**src/rtl/regfile_write_arbiter.sv**
```systemverilog
// Round-robin arbiter sharing the register file write port among NREQ requesters.
// Grants are combinational; the write command to the file is registered.
module regfile_write_arbiter #(
    parameter int NREQ = 3,
    parameter int DW   = 10,
    parameter int AW   = 2
) (
    input  logic             CLKb,
    input  logic             RSTb,
    input  logic             hold,
    input  logic [NREQ-1:0]  req_valid,
    input  logic [NREQ*AW-1:0] req_addr,
    input  logic [NREQ*DW-1:0] req_data,
    output logic [NREQ-1:0]  req_ready,
    output logic [DW-1:0]    D,
    output logic             ENW,
    output logic [AW-1:0]    WRA,
    output logic [1:0]       gnt_id
);

    logic [1:0]    r_ptr;
    logic [DW-1:0] r_d;
    logic          r_enw;
    logic [AW-1:0] r_wra;
    logic [1:0]    r_gnt;

    logic          w_hi_any;
    logic          w_lo_any;
    logic [1:0]    w_hi;
    logic [1:0]    w_lo;
    logic          w_any;
    logic [1:0]    w_win;
    logic          w_grant;
    logic [AW-1:0] w_addr;
    logic [DW-1:0] w_data;
    logic [1:0]    w_ptr_nxt;

    // Lowest valid index at/above ptr wins; else lowest valid index below ptr.
    always_comb begin
        w_hi_any = 1'b0;
        w_lo_any = 1'b0;
        w_hi     = '0;
        w_lo     = '0;
        for (int i = NREQ - 1; i >= 0; i--) begin
            if (req_valid[i] && (i >= int'(r_ptr))) begin
                w_hi_any = 1'b1;
                w_hi     = 2'(i);
            end
            if (req_valid[i] && (i < int'(r_ptr))) begin
                w_lo_any = 1'b1;
                w_lo     = 2'(i);
            end
        end
        w_any = w_hi_any | w_lo_any;
        w_win = w_hi_any ? w_hi : w_lo;
    end

    always_comb begin
        w_addr = '0;
        w_data = '0;
        for (int i = 0; i < NREQ; i++) begin
            if (w_win == 2'(i)) begin
                w_addr = req_addr[i*AW +: AW];
                w_data = req_data[i*DW +: DW];
            end
        end
    end

    assign w_grant   = w_any & ~hold & RSTb;
    assign w_ptr_nxt = (w_win == 2'(NREQ - 1)) ? 2'd0 : w_win + 2'd1;
    assign req_ready = w_grant ? (NREQ'(1) << w_win) : '0;

    always_ff @(posedge CLKb or negedge RSTb) begin
        if (!RSTb) begin
            r_ptr <= '0;
            r_d   <= '0;
            r_enw <= 1'b0;
            r_wra <= '0;
            r_gnt <= '0;
        end else if (w_grant) begin
            r_ptr <= w_ptr_nxt;
            r_d   <= w_data;
            r_enw <= 1'b1;
            r_wra <= w_addr;
            r_gnt <= w_win;
        end else begin
            r_enw <= 1'b0;
        end
    end

    assign D      = r_d;
    assign ENW    = r_enw;
    assign WRA    = r_wra;
    assign gnt_id = r_gnt;

endmodule

```
**config.mk**
```make
export PLATFORM = sky130hd
export DESIGN_NAME = regfile_write_arbiter
export DESIGN_NICKNAME = d
export VERILOG_FILES = /design/src/rtl/regfile_write_arbiter.sv
export SDC_FILE = /design/constraint.sdc
export NUM_CORES = 1
export LEC_CHECK = 0
export CAP_MARGIN = 20
export CELL_PAD_IN_SITES_DETAIL_PLACEMENT = 1
export CELL_PAD_IN_SITES_GLOBAL_PLACEMENT = 2
export CORE_ASPECT_RATIO = 1.4
export CORE_MARGIN = 2
export CORE_UTILIZATION = 22
export DETAILED_ROUTE_END_ITERATION = 10
export PLACE_DENSITY_LB_ADDON = 0.1
export SKIP_LAST_GASP = 1
export SLEW_MARGIN = 20
export SYNTH_ARGS = -nofsm -noshare
export SYNTH_HDL_FRONTEND = slang
export SYNTH_SLANG_ARGS = --single-unit
```
**constraint.sdc**
```tcl
create_clock -name CLKb -period 3.88 [get_ports CLKb]
set_input_delay 0.776 -clock CLKb [delete_from_list [all_inputs] [get_ports CLKb]]
set_output_delay 0.776 -clock CLKb [all_outputs]
set_load 0.1 [all_outputs]
```
==> run_results.csv <==
group,metric,value,unit
global_route,grt_pass1_wl,5210,um
pwr,cellPowerDensity,512,mW/mm^2
route,ant_nets,0,
global_route,grt_max_degree,18,
clock_network,cts_hold_buf,0,
pwr,leakage,0.662,nW
logic_synthesis,async_reset_ff_frac,1.00,
place,gp_congestion,0.725,
setup_path,cp.buffers_inverters,3,
logic_synthesis,synth.most_common_cell,"dfrtp_1",
timing,slew_headroom,0.350,
floorplanning,start_util,0.229,
logic_synthesis,synthTopCellsByCount,"dfrtp_1 (17), nor2_1 (15), a22oi_1 (12), nor3_1 (12), a211oi_2 (10)",
floorplanning,row_count,28,
clock_network,cts.path.max_buffers,2,
global_route,grt_remaining_overflow,0,
place,dpl.hpwl,2660,um
finish,area_growth_syn_to_layout,75.8,%
floorplanning,die_area,0.00497,sq mm
logic_synthesis,seq_area_frac_synth,0.438,
setup_path,arrival,2.50,ns
setup_path,cp_max_fo,15,
place,dp_cells,211,
timing,setup_viol,0,
setup_path,path_class,"primary input to output pin",
logic_synthesis,yosysWarnings,0,
clock_network,cts_buffers,3,
floorplanning,ioPinCount,60,
timing,rsz0062_at_grt,"false",
clock_network,root_buffer,"clkbuf_8",
setup_path,cpLargestDelayFamily,"buffers and inverters",
setup_path,crit_required,3.10,ns
logic_synthesis,synth_edf_count,0,
setup_path,crit_chain,"clkdlybuf4s50_1 > o311ai_4 > inv_2 > and2_1 > buf_12",
timing,fin_skew,0.00200,ns
logic_synthesis,synth_top_area_frac,0.438,
outcome,status,"completed",
finish,fin_cells,215,
timing,holdWs,0.483,ns
clock_network,clock_sinks,17,
floorplanning,die_x,60.1,um
clock_network,path_clk_slew,0.07,ns
finish,drive_gt1_frac,0.161,
logic_synthesis,ys_ff_latch,17,
logic_synthesis,syn_area,971,sq um
global_route,grt_antenna_before_repair,0,
route,wl,3310,um
route,drc,0,
floorplanning,core-area,0.00424,sq mm
finish,num_antenna_cells,0,
clock_network,htree_levels,1,
place,postPlaceCellArea,0.00166,sq mm
finish,design_area,0.00171,sq mm
hold_path,worstHoldPathType,"register to register",
finish,final_nets,198,
global_route,grt_use_total,0.143,
route,num_vias,983,
clock_network,cts_resized,0,
clock_network,post-cts-setup-buffer-count,0,
route,drtIter0Drc,17,
route,viasPerCell,4.57,
timing,worst_pin_slew,0.972,ns
place,portBuffers,59,
logic_synthesis,yosys-top-cells-area,"dfrtp_1 (44%), a211oi_2 (13%), a22oi_1 (9.3%)",
logic_synthesis,syn_inst,94,
timing,maxSlewViolCount,0,
timing,hold_violations,0,
logic_synthesis,synth_nets,136,
timing,fin_crit,3.27,ns
setup_path,slowest_delay,0.54,ns
logic_synthesis,ys.flop_type,"dfrtp_1",
global_route,grt_pass1_vias,1050,
timing,finalSetupTns,0,ns
floorplanning,die_h,82.6,um
setup_path,slowest_stage,"clkdlybuf4s50_1",
logic_synthesis,synth_top_area_cell,"dfrtp_1",
clock_network,clk_latency,0.25,ns
route,dr.pass1.iters,4,
logic_synthesis,avgSynthCellArea,10.3,sq um
route,wl_per_cell,15.4,um
setup_path,endpoint_kind,"output pin",
timing,fmax,306,MHz
clock_network,tritoncts,"yes",
pwr,ir_drop,172,uV
setup_path,start_kind,"primary input",
timing,min_period_over_period,0.843,
job,timing.max_cap.violations,0,
logic_synthesis,ys_types,24,
-- final timing paths --
path | to | depth (start not counted) | from | slack [ns]
setup / recovery | req_ready[0] | 5 | req_valid[1] | 0.61
hold reg to reg | gnt_id[0] | 1 | gnt_id[0] | 0.48
setup reg to reg | D[2] | 5 | r_ptr[1] | 2.21
max in group asynchronous | WRA[1] | 2 | RSTb | 2.66
min in group asynchronous | WRA[0] | 2 | RSTb | 1.03
hold / removal | gnt_id[0] | 1 | gnt_id[0] | 0.48
-- sequential cells by signal, summed over array words and instances (netlist names) --
register	cells
D	10
ENW	1
WRA	2
r_ptr	2
gnt_id	2
-- layer usage --
layer,track usage,wire length [um]
met1,0.164,1320
met2,0.260,1710
met3,0.0218,232
met4,0.0533,40
met5,0,0
-- where the power goes --
| part | total, mW | internal, mW | switching [mW] |
|---|---|---|---|
| Sequential | 0.241 | 0.214 | 0.0262 |
| Clock | 0.133 | 0.0727 | 0.0600 |
| Combinational | 0.500 | 0.148 | 0.353 |
-- kinds of logic (layout without fill, tap and decap cells) --
logic type / after synthesis / count (layout) / share of synthesized area
AO/OA/AOI/OAI: 34 / 34 / 0.345
flip-flops: 17 / 17 / 0.438
AND/OR/NAND/NOR: 34 / 34 / 0.169
buffers and inverters: 9 / 70 / 0.0477
-- area by class of cell --
class                           instances  area (sq um)
Clock buffer                            4          45.0
Fill cell                             495          2530
Inverter                                3          11.3
Multi-Input combinational cell         68           499
Sequential cell                        17           425
Tap cell                               60          75.1
Timing Repair Buffer                   63           651
-- metrics by stage --
step	utilization	worst slack, ns	power [mW]
after global routing	0.403	0.498	0.912
after detailed placement	0.392	0.587	0.752
final	0.403	0.608	0.874
after CTS	0.403	0.588	0.885
after floorplan	-	0.609	0.592
after global placement	0.392	0.628	0.745
-- worst register-to-register path, cell delays in order (launching register included) --
cell and delay (ns):
dfrtp_1 0.45, nor2b_1 0.17, o31ai_2 0.28, buf_4 0.24
and2_4 0.30, a211oi_1 0.11
-- layout by cell type, fill, tap and decap left out, drive strengths merged --
master / instances
nor3b: 1
o211ai: 1
and2: 2
nor3: 12
o311ai: 1
nor2: 15
and3b: 1
a22oi: 12
dfrtp: 17
o32ai: 1
a21oi: 1
o31ai: 1
clkdlybuf4s50: 56
o21a: 1
a21o: 4
buf: 7
a211oi: 12
inv: 3
nand2: 1
clkbuf: 4
nor2b: 2
No activity file was read; power rests on OpenSTA's default activity.
